$ cat src/rtl/apu_pulse_channel.sv
// Pulse (square-wave) voice modelled on the 2A03 APU: CPU/APU tick generation,
// duty sequencer, envelope, length counter and a frame sequencer for quarter/half frames.
module apu_pulse_channel #(
  parameter int CPU_DIV   = 12,
  parameter int FRAME_DIV = 7457
) (
  input  logic       CLK,
  input  logic       reset_n,
  input  logic       reg_we,
  input  logic [1:0] reg_addr,
  input  logic [7:0] reg_wdata,
  input  logic       enable,
  output logic [3:0] sample,
  output logic       sample_valid,
  output logic       length_active
);

  localparam int PW = (CPU_DIV > 1) ? $clog2(CPU_DIV) : 1;
  localparam int FW = (FRAME_DIV > 1) ? $clog2(FRAME_DIV) : 1;
  localparam logic [PW-1:0] PRE_LAST   = PW'(CPU_DIV - 1);
  localparam logic [FW-1:0] FRAME_LAST = FW'(FRAME_DIV - 1);

  logic [PW-1:0] prescaler_reg;
  logic          apu_phase_reg;
  logic [FW-1:0] frame_cnt_reg;
  logic          half_phase_reg;
  logic [10:0]   timer_reg;
  logic [10:0]   period_reg;
  logic [2:0]    step_reg;
  logic [1:0]    duty_reg;
  logic          halt_reg;
  logic          const_vol_reg;
  logic [3:0]    vol_reg;
  logic [7:0]    len_reg;
  logic          env_start_reg;
  logic [3:0]    env_div_reg;
  logic [3:0]    decay_reg;
  logic [3:0]    sample_reg;
  logic          sample_valid_reg;

  logic cpu_tick, apu_tick, quarter_frame, half_frame;
  logic wr_ctrl, wr_lo, wr_hi;
  logic duty_on, muted;

  function automatic logic [7:0] len_table(input logic [4:0] idx);
    logic [7:0] v;
    case (idx)
      5'd0:  v = 8'd10;   5'd1:  v = 8'd254;  5'd2:  v = 8'd20;   5'd3:  v = 8'd2;
      5'd4:  v = 8'd40;   5'd5:  v = 8'd4;    5'd6:  v = 8'd80;   5'd7:  v = 8'd6;
      5'd8:  v = 8'd160;  5'd9:  v = 8'd8;    5'd10: v = 8'd60;   5'd11: v = 8'd10;
      5'd12: v = 8'd14;   5'd13: v = 8'd12;   5'd14: v = 8'd26;   5'd15: v = 8'd14;
      5'd16: v = 8'd12;   5'd17: v = 8'd16;   5'd18: v = 8'd24;   5'd19: v = 8'd18;
      5'd20: v = 8'd48;   5'd21: v = 8'd20;   5'd22: v = 8'd96;   5'd23: v = 8'd22;
      5'd24: v = 8'd192;  5'd25: v = 8'd24;   5'd26: v = 8'd72;   5'd27: v = 8'd26;
      5'd28: v = 8'd16;   5'd29: v = 8'd28;   5'd30: v = 8'd32;   default: v = 8'd30;
    endcase
    return v;
  endfunction

  // Patterns are written step0..step7 from MSB to LSB, so step s reads bit 7-s.
  function automatic logic duty_bit(input logic [1:0] duty, input logic [2:0] step);
    logic [7:0] pattern;
    case (duty)
      2'd0:    pattern = 8'b0100_0000;
      2'd1:    pattern = 8'b0110_0000;
      2'd2:    pattern = 8'b0111_1000;
      default: pattern = 8'b1001_1111;
    endcase
    return pattern[3'd7 - step];
  endfunction

  assign cpu_tick      = (prescaler_reg == PRE_LAST);
  assign apu_tick      = cpu_tick && apu_phase_reg;
  assign quarter_frame = cpu_tick && (frame_cnt_reg == FRAME_LAST);
  assign half_frame    = quarter_frame && half_phase_reg;

  assign wr_ctrl = reg_we && (reg_addr == 2'd0);
  assign wr_lo   = reg_we && (reg_addr == 2'd2);
  assign wr_hi   = reg_we && (reg_addr == 2'd3);

  assign duty_on = duty_bit(duty_reg, step_reg);
  assign muted   = (len_reg == 8'd0) || (period_reg[10:3] == 8'd0) || !duty_on;

  always_ff @(posedge CLK or negedge reset_n) begin
    if (!reset_n) begin
      prescaler_reg  <= '0;
      apu_phase_reg  <= 1'b0;
      frame_cnt_reg  <= '0;
      half_phase_reg <= 1'b0;
    end else begin
      if (cpu_tick) begin
        prescaler_reg <= '0;
        apu_phase_reg <= ~apu_phase_reg;
        if (frame_cnt_reg == FRAME_LAST) begin
          frame_cnt_reg  <= '0;
          half_phase_reg <= ~half_phase_reg;
        end else begin
          frame_cnt_reg <= frame_cnt_reg + 1'b1;
        end
      end else begin
        prescaler_reg <= prescaler_reg + 1'b1;
      end
    end
  end

  always_ff @(posedge CLK or negedge reset_n) begin
    if (!reset_n) begin
      duty_reg      <= 2'd0;
      halt_reg      <= 1'b0;
      const_vol_reg <= 1'b0;
      vol_reg       <= 4'd0;
      period_reg    <= 11'd0;
    end else begin
      if (wr_ctrl) begin
        duty_reg      <= reg_wdata[7:6];
        halt_reg      <= reg_wdata[5];
        const_vol_reg <= reg_wdata[4];
        vol_reg       <= reg_wdata[3:0];
      end
      if (wr_lo) period_reg[7:0]  <= reg_wdata;
      if (wr_hi) period_reg[10:8] <= reg_wdata[2:0];
    end
  end

  // A high-byte write restarts the waveform at step 0 but leaves the timer running.
  always_ff @(posedge CLK or negedge reset_n) begin
    if (!reset_n) begin
      timer_reg <= 11'd0;
      step_reg  <= 3'd0;
    end else begin
      if (apu_tick) begin
        if (timer_reg == 11'd0) begin
          timer_reg <= period_reg;
          step_reg  <= step_reg + 3'd1;
        end else begin
          timer_reg <= timer_reg - 11'd1;
        end
      end
      if (wr_hi) step_reg <= 3'd0;
    end
  end

  always_ff @(posedge CLK or negedge reset_n) begin
    if (!reset_n) begin
      env_start_reg <= 1'b0;
      env_div_reg   <= 4'd0;
      decay_reg     <= 4'd0;
    end else begin
      if (quarter_frame) begin
        if (env_start_reg) begin
          env_start_reg <= 1'b0;
          decay_reg     <= 4'd15;
          env_div_reg   <= vol_reg;
        end else if (env_div_reg == 4'd0) begin
          env_div_reg <= vol_reg;
          if (decay_reg != 4'd0) decay_reg <= decay_reg - 4'd1;
          else if (halt_reg)     decay_reg <= 4'd15;
        end else begin
          env_div_reg <= env_div_reg - 4'd1;
        end
      end
      if (wr_hi) env_start_reg <= 1'b1;
    end
  end

  // Disable beats a load, and a load beats a coincident half-frame decrement.
  always_ff @(posedge CLK or negedge reset_n) begin
    if (!reset_n) begin
      len_reg <= 8'd0;
    end else if (!enable) begin
      len_reg <= 8'd0;
    end else if (wr_hi) begin
      len_reg <= len_table(reg_wdata[7:3]);
    end else if (half_frame && !halt_reg && (len_reg != 8'd0)) begin
      len_reg <= len_reg - 8'd1;
    end
  end

  always_ff @(posedge CLK or negedge reset_n) begin
    if (!reset_n) begin
      sample_reg       <= 4'd0;
      sample_valid_reg <= 1'b0;
    end else begin
      sample_valid_reg <= cpu_tick;
      if (cpu_tick) sample_reg <= muted ? 4'd0 : (const_vol_reg ? vol_reg : decay_reg);
    end
  end

  assign sample        = sample_reg;
  assign sample_valid  = sample_valid_reg;
  assign length_active = (len_reg != 8'd0);

endmodule

$ cat config.mk
export PLATFORM = sky130hd
export DESIGN_NAME = apu_pulse_channel
export DESIGN_NICKNAME = d
export VERILOG_FILES = /design/src/rtl/apu_pulse_channel.sv
export SDC_FILE = /design/constraint.sdc
export NUM_CORES = 1
export LEC_CHECK = 0
export ABC_CLOCK_PERIOD_IN_PS = 1900
export BUFFER_PORTS_ARGS = -buffer_cell sky130_fd_sc_hd__buf_2
export CAP_MARGIN = 0
export CORE_AREA = 4 4 92 94
export CTS_CLUSTER_SIZE = 30
export DETAILED_ROUTE_END_ITERATION = 8
export DIE_AREA = 0 0 96 98
export HOLD_SLACK_MARGIN = 0.1
export PLACE_DENSITY = 0.78
export SLEW_MARGIN = 20
export SYNTH_ARGS = -nofsm -noshare
export SYNTH_HDL_FRONTEND = slang
export SYNTH_SLANG_ARGS = --single-unit
$ cat constraint.sdc
create_clock -name CLK -period 1.9 [get_ports CLK]
set_input_delay 0 -clock CLK [delete_from_list [all_inputs] [get_ports CLK]]
set_output_delay 0 -clock CLK [all_outputs]
set_load 0.01 [all_outputs]
Word level (Yosys, flattened, before mapping)
Memories as Yosys holds them, arrays and structs flattened.
Cells that the tools add are included.
{"block": "word_totals", "register_bits": 74, "latchBits": 0, "rom_bits": 224, "n_memories": 1, "ramBits": 0, "inputBits": 14, "elab_cells": 87}
{"block": "classes", "reduce_logical": 28, "eq_ne": 7, "n_lt_le_gt_ge": 1, "n_shift": 0, "n_div": 0, "bitwise": 2, "addsub": 8, "muxes": 22, "mul": 0}
{"memory": "(name not given)", "depth": 32, "word_bits": 7, "rd": 1, "rd_clocked_by_memory_dff": 0, "wr": 0, "line": "47", "rtl": "case (idx)"}
{"operator": "$mux W4", "count": 9}
{"operator": "$mux W8", "count": 3}
{"operator": "$pmux W8 S3", "count": 1}
{"operator": "$logic_not A8 Y1", "count": 2}
{"operator": "$add A13 B1 Y13 const B", "count": 1}
{"operator": "$eq A13 B13 Y1 const B", "count": 1}
{"operator": "$mux W13", "count": 1}
{"operator": "$logic_not A11 Y1", "count": 1}
{"operator": "$mux W11", "count": 1}
{"operator": "$sub A11 B1 Y11 const B", "count": 1}
{"operator": "$mux W3", "count": 3}
{"operator": "$logic_and A1 B1 Y1", "count": 8}
{"operator": "$reduce_bool A2 Y1", "count": 4}
{"operator": "$reduce_bool A8 Y1", "count": 1}
{"operator": "$sub A4 B1 Y4 const B", "count": 2}
{"operator": "$sub A8 B1 Y8 const B", "count": 1}
{"operator": "$eq A2 B2 Y1 const B", "count": 3}
{"operator": "$add A4 B1 Y4 const B", "count": 1}
{"operator": "$eq A4 B4 Y1 const B", "count": 1}
{"operator": "$logic_not A2 Y1", "count": 2}
{"operator": "$logic_not A4 Y1", "count": 1}
{"operator": "$lt A3 B4 Y1 const B", "count": 1}
{"operator": "$reduce_and A2 Y1", "count": 2}
{"operator": "$reduce_bool A4 Y1", "count": 1}
{"operator": "other kinds (11)", "count": 16}

Depth between registers and ports, before layout
{"block": "depth", "word_depth": 8, "depth_mapped": 8}

Worst setup path after synthesis
No wires, ideal clock.
{"block": "synth_timing", "path_type": "register -> register", "startpoint": "register frame_cnt_reg[3]", "endpoint": "register len_reg[1]", "path_buffers": 1, "arrival_ns": 1.958, "t_required_ns": 1.818, "setup_slack_ns": -0.141, "synth_period_minus_slack_ns": 2.041, "setup_ns": 0.082, "stages_incl_launch_ff": 7, "cell_sequence": "dfrtp_1 or4b_1 nor3_2 and3_1 buf_4 mux2_1 o22ai_1"}
{"block": "synth_between", "elab_chain_len": 6}
{"item": "from (decl)", "line": "25", "rtl": "logic [FW-1:0] frame_cnt_reg;"}
{"item": "from (signal assigned)", "line": "98", "rtl": "frame_cnt_reg <= frame_cnt_reg + 1'b1;"}
{"item": "$eq A13 B13 Y1", "line": "74", "rtl": "assign quarter_frame = cpu_tick && (frame_cnt_reg == FRAME_LAST);"}
{"item": "$logic_and A1 B1 Y1", "line": "74"}
{"item": "$logic_and A1 B1 Y1", "line": "75", "rtl": "assign half_frame = quarter_frame && half_phase_reg;"}
{"item": "$logic_and A1 B1 Y1 (2 in series)", "line": "174", "rtl": "end else if (half_frame && !halt_reg && (len_reg != 8'd0)) begin"}
{"item": "$ne A3 B1 Y1 (no line)"}
{"item": "to (signal assigned)", "line": "173", "rtl": "len_reg <= len_table(reg_wdata[7:3]);"}
{"item": "to (signal assigned)", "line": "175", "rtl": "len_reg <= len_reg - 8'd1;"}
{"item": "to (decl)", "line": "34", "rtl": "logic [7:0] len_reg;"}
Every way passes these cells.
A chain may end at the register's enable or synchronous reset.

Worst setup path after layout
{"block": "layout_timing", "startpoint": "register timer_reg[7]", "endpoint": "register timer_reg[1]"}
{"block": "layout_between", "elab_chain_len": 2}
{"item": "from (decl)", "line": "27", "rtl": "logic [10:0] timer_reg;"}
{"item": "from (signal assigned)", "line": "133", "rtl": "timer_reg <= period_reg;"}
{"item": "from (signal assigned)", "line": "136", "rtl": "timer_reg <= timer_reg - 11'd1;"}
{"item": "$logic_not A11 Y1", "line": "132", "rtl": "if (timer_reg == 11'd0) begin"}
{"item": "$mux W11", "line": "132"}
Every way passes these cells.

==> out/metrics.yaml <==
status: "finished with violations"
violations: "setup timing"
synth-seq-cells: 74
yosysUniqueCellTypes: 66
cap_violations: 0
rsz0062_at_grt: "yes"
cp.arrival_ns: 2.23
switching_share_pct: 26.93
leakagePower_nw: 2.443
via_per_inst: 5.986
fin_util_pct: 70.16
worstPathRequired_ns: 2.13
synth-async-reset-ratio_pct: 100.0
final.setup_skew_ns: 0.01362
area_growth_pct: 29.74
reg2reg_slack_ns: -0.1
finalHoldViolations: 0
period_minus_slack_ns: 2.000
synth_common_cells: "dfrtp_1, nand2_1, nor2_1, o21ai_0, a21oi_1"
irDropWorstVdd_uv: 590.9
synthMuxAreaShare_pct: 6.596
io_pins: 20
core_um2: 7647
max_freq_ghz: 0.5001
final_max_slew_viol_count: 0
gp_congestion: 0.9238
ant_nets: 0
grt_overflow: 0
synth_edf_count: 0
synth_simple_gate_area_share_pct: 22.09
detailed_place_hpwl_um: 6962
power.net_switching_w: 0.001116
fp.dieH_um: 98
ys.flop_type: "dfrtp_1"
synth_compound_area_share_pct: 15.07
clk_latency_ns: 0.36
comb_power_share_pct: 17.9
syn_avg_cell_area_um2: 9.662
num_rows: 32
cts_tree: "yes"
clkSinkCount: 74
diodes: 0
synth_xor_xnor_area_share_pct: 3.389
holdCritPathClass: "in2async"
synth_adder_area_share_pct: 5.144
critPathLaunch: "timer_reg[7]"
syn_nets: 459
num_vias: 3753
worst_path_largest_cell_delay_ns: 0.55
worstSetupEndpoint: "timer_reg[1]"
p_seq_share_pct: 45.3
largest_reg_flops: 13
wire_per_inst_um: 17.10
synth_top_cell_area_share_pct: 44.78
dieArea_um2: 9408
relSlewSlack_pct: 51.40
dr.pass1.iters: 5
h-tree-depth: 3
crit_path_start_kind: "register"
powerDensity_nw_per_um2: 772.0
final_nets: 551
fill_cells: 504
tightest_slew_ns: 0.7224
antenna_found_initial: 0
drc: 0
clk_pin_slew_ns: 0.08
slowest_stage: "or4_4"
synth.area.top_cells: "dfrtp_1, ha_1, nand2_1"
grt_pass1_vias: 3523
numPortBuffers: 19
grt_use_total_pct: 22.41
synth_top_family_by_area: "simple AND/OR/NAND/NOR gates"
worst-path-max-fanout: 7
crit_chain: "or4_4, buf_4, nor4_4, buf_6, nor3_1, a31oi_1, o21ai_0"
grt_max_degree: 39
p_int_w: 0.003026
fin_cells: 627
drt_iter0_markers: 312
endpoint_kind: "register"
clockPowerShare_pct: 36.8
finalWorstSetupSlack_ns: -0.09977
placed_cells: 586
initial_core_util_pct: 54.07
synthCells: 428
reg2regPathDepth: 7
worst_r2r_endpoint: "timer_reg[1]"
root_buffer: "clkbuf_8"
r2r_start: "timer_reg[7]"
setup_violations: 11
synth_warnings: 0
die_w_um: 96
seq_area_frac_synth_pct: 44.78
clockBufferDepth: 2
critPathKind: "reg2reg"
cts_buffers: 9
drive_gt1_share_pct: 29.33
yosysTopAreaCell: "dfrtp_1"
syn_area_um2: 4135
finalCritPeriodShare_pct: 105.3
wirelength_um: 10720
synthMostInstantiatedCell: "dfrtp_1"
grt_pass1_wl_um: 16530
==> power groups by stage <==
stage          Clock (W)  Sequential, W  Combinational (W)
6_report         0.00152        0.00188           0.000742
5_1_grt          0.00161        0.00189           0.000816
2_1_floorplan          0        0.00185           0.000372
4_1_cts          0.00154        0.00186           0.000655
3_5_place_dp           0        0.00188           0.000606
3_3_place_gp           0        0.00188           0.000582
==> per-layer routing <==
metal	vias up	global-route usage [%]	share of wire, %	routed length, µm
met1	1797	30.25	41	4355
met5	-	0	0	0
li1	1743	-	-	-
met3	46	4.314	5.4	584
met2	167	35.42	50	5361
met4	0	8.643	3.9	422
==> cells by family after synthesis <==
logic type	Yosys count
AOI/OAI and AO/OA	98
muxes	24
DFF	74
and+or+nand+nor	168
buffers and inverters	31
adders and majority gates	17
xor gates and xnor gates	16
==> cells in the final DEF, fill, tap and decap left out, types with 3 or more instances in the layout <==
cell type      instances
mux2_2                14
nor4_1                 6
a31oi_1                6
a21o_1                 3
or4_4                  3
bufinv_16              3
nand4b_1               3
nor4_4                 3
nand3_1               10
o21ai_1                6
a22o_1                 3
nand2_1               50
o21ai_0               26
xor2_1                 7
mux2i_1                7
a21oi_1               18
clkbuf_8              11
inv_1                 13
and3_1                 5
nor2_1                29
ha_1                  15
buf_4                 57
nor3_1                13
dfrtp_1               74
o211ai_1               3
nor2b_1                6
nand4_1                8
buf_6                  7
buf_2                 18
inv_2                  4
xnor2_1                9
nand2b_1               3
a211oi_1               4
dlygate4sd3_1         10
==> worst max-delay path: cells and delay by family (launching register included) <==
kind            cells  cell delay [ns]
buf+inv             2             0.35
simple gates        3             0.85
compound gates      2             0.29
flops               1             0.39
==> cell type report <==
class / instances / area, µm² / area share [%]
clock buffers: 11 / 151.4 / 2.822
well taps: 102 / 127.6 / 2.379
inverters: 18 / 71.32 / 1.329
clock inverters: 5 / 100.1 / 1.866
flip-flops and latches: 74 / 1852 / 34.51
repair buffers: 94 / 737.0 / 13.74
multi-input cells: 323 / 2326 / 43.35
==> what timing repair did <==
item / in CTS / in global routing
gates resized for setup: 7 / 35
hold buffers: 10 / 0
endpoints found under the hold margin: 96 / 0
setup endpoints to repair: 14 / 31
setup buffers: 2 / 13
pin swaps: 3 / 15
==> how the worst min path moves through the flow <==
stage | end | slack [ns] | cells past startpoint
final | timer_reg[1] | 0.13 | 2
after global routing | halt_reg | 0.19 | 2
after CTS | period_reg[5] | 0.14 | 2
after detailed placement | period_reg[4] | 0.00003 | 1
after global placement | period_reg[4] | -0.009 | 1
after floorplan | apu_phase_reg | -0.30 | 0
==> per-stage QoR <==
| step | hold WS [ns] | worst slack (ns) | area, µm² | power, W | TNS [ns] |
|---|---|---|---|---|---|
| finish | 0.1290 | -0.09977 | 5365 | 0.004142 | -0.4412 |
| global route | 0.1878 | -0.2225 | 5365 | 0.004321 | -1.845 |
| CTS | 0.1425 | -0.05531 | 5132 | 0.004047 | -0.2550 |
| detailed placement | 0.00002884 | -0.05107 | 4736 | 0.002490 | -0.2029 |
| global placement | -0.008946 | -0.03258 | 4736 | 0.002457 | -0.07775 |
| floorplan | -0.2956 | -0.08971 | 4168 | 0.002220 | -0.3204 |
(Power assumes the default switching activity.)
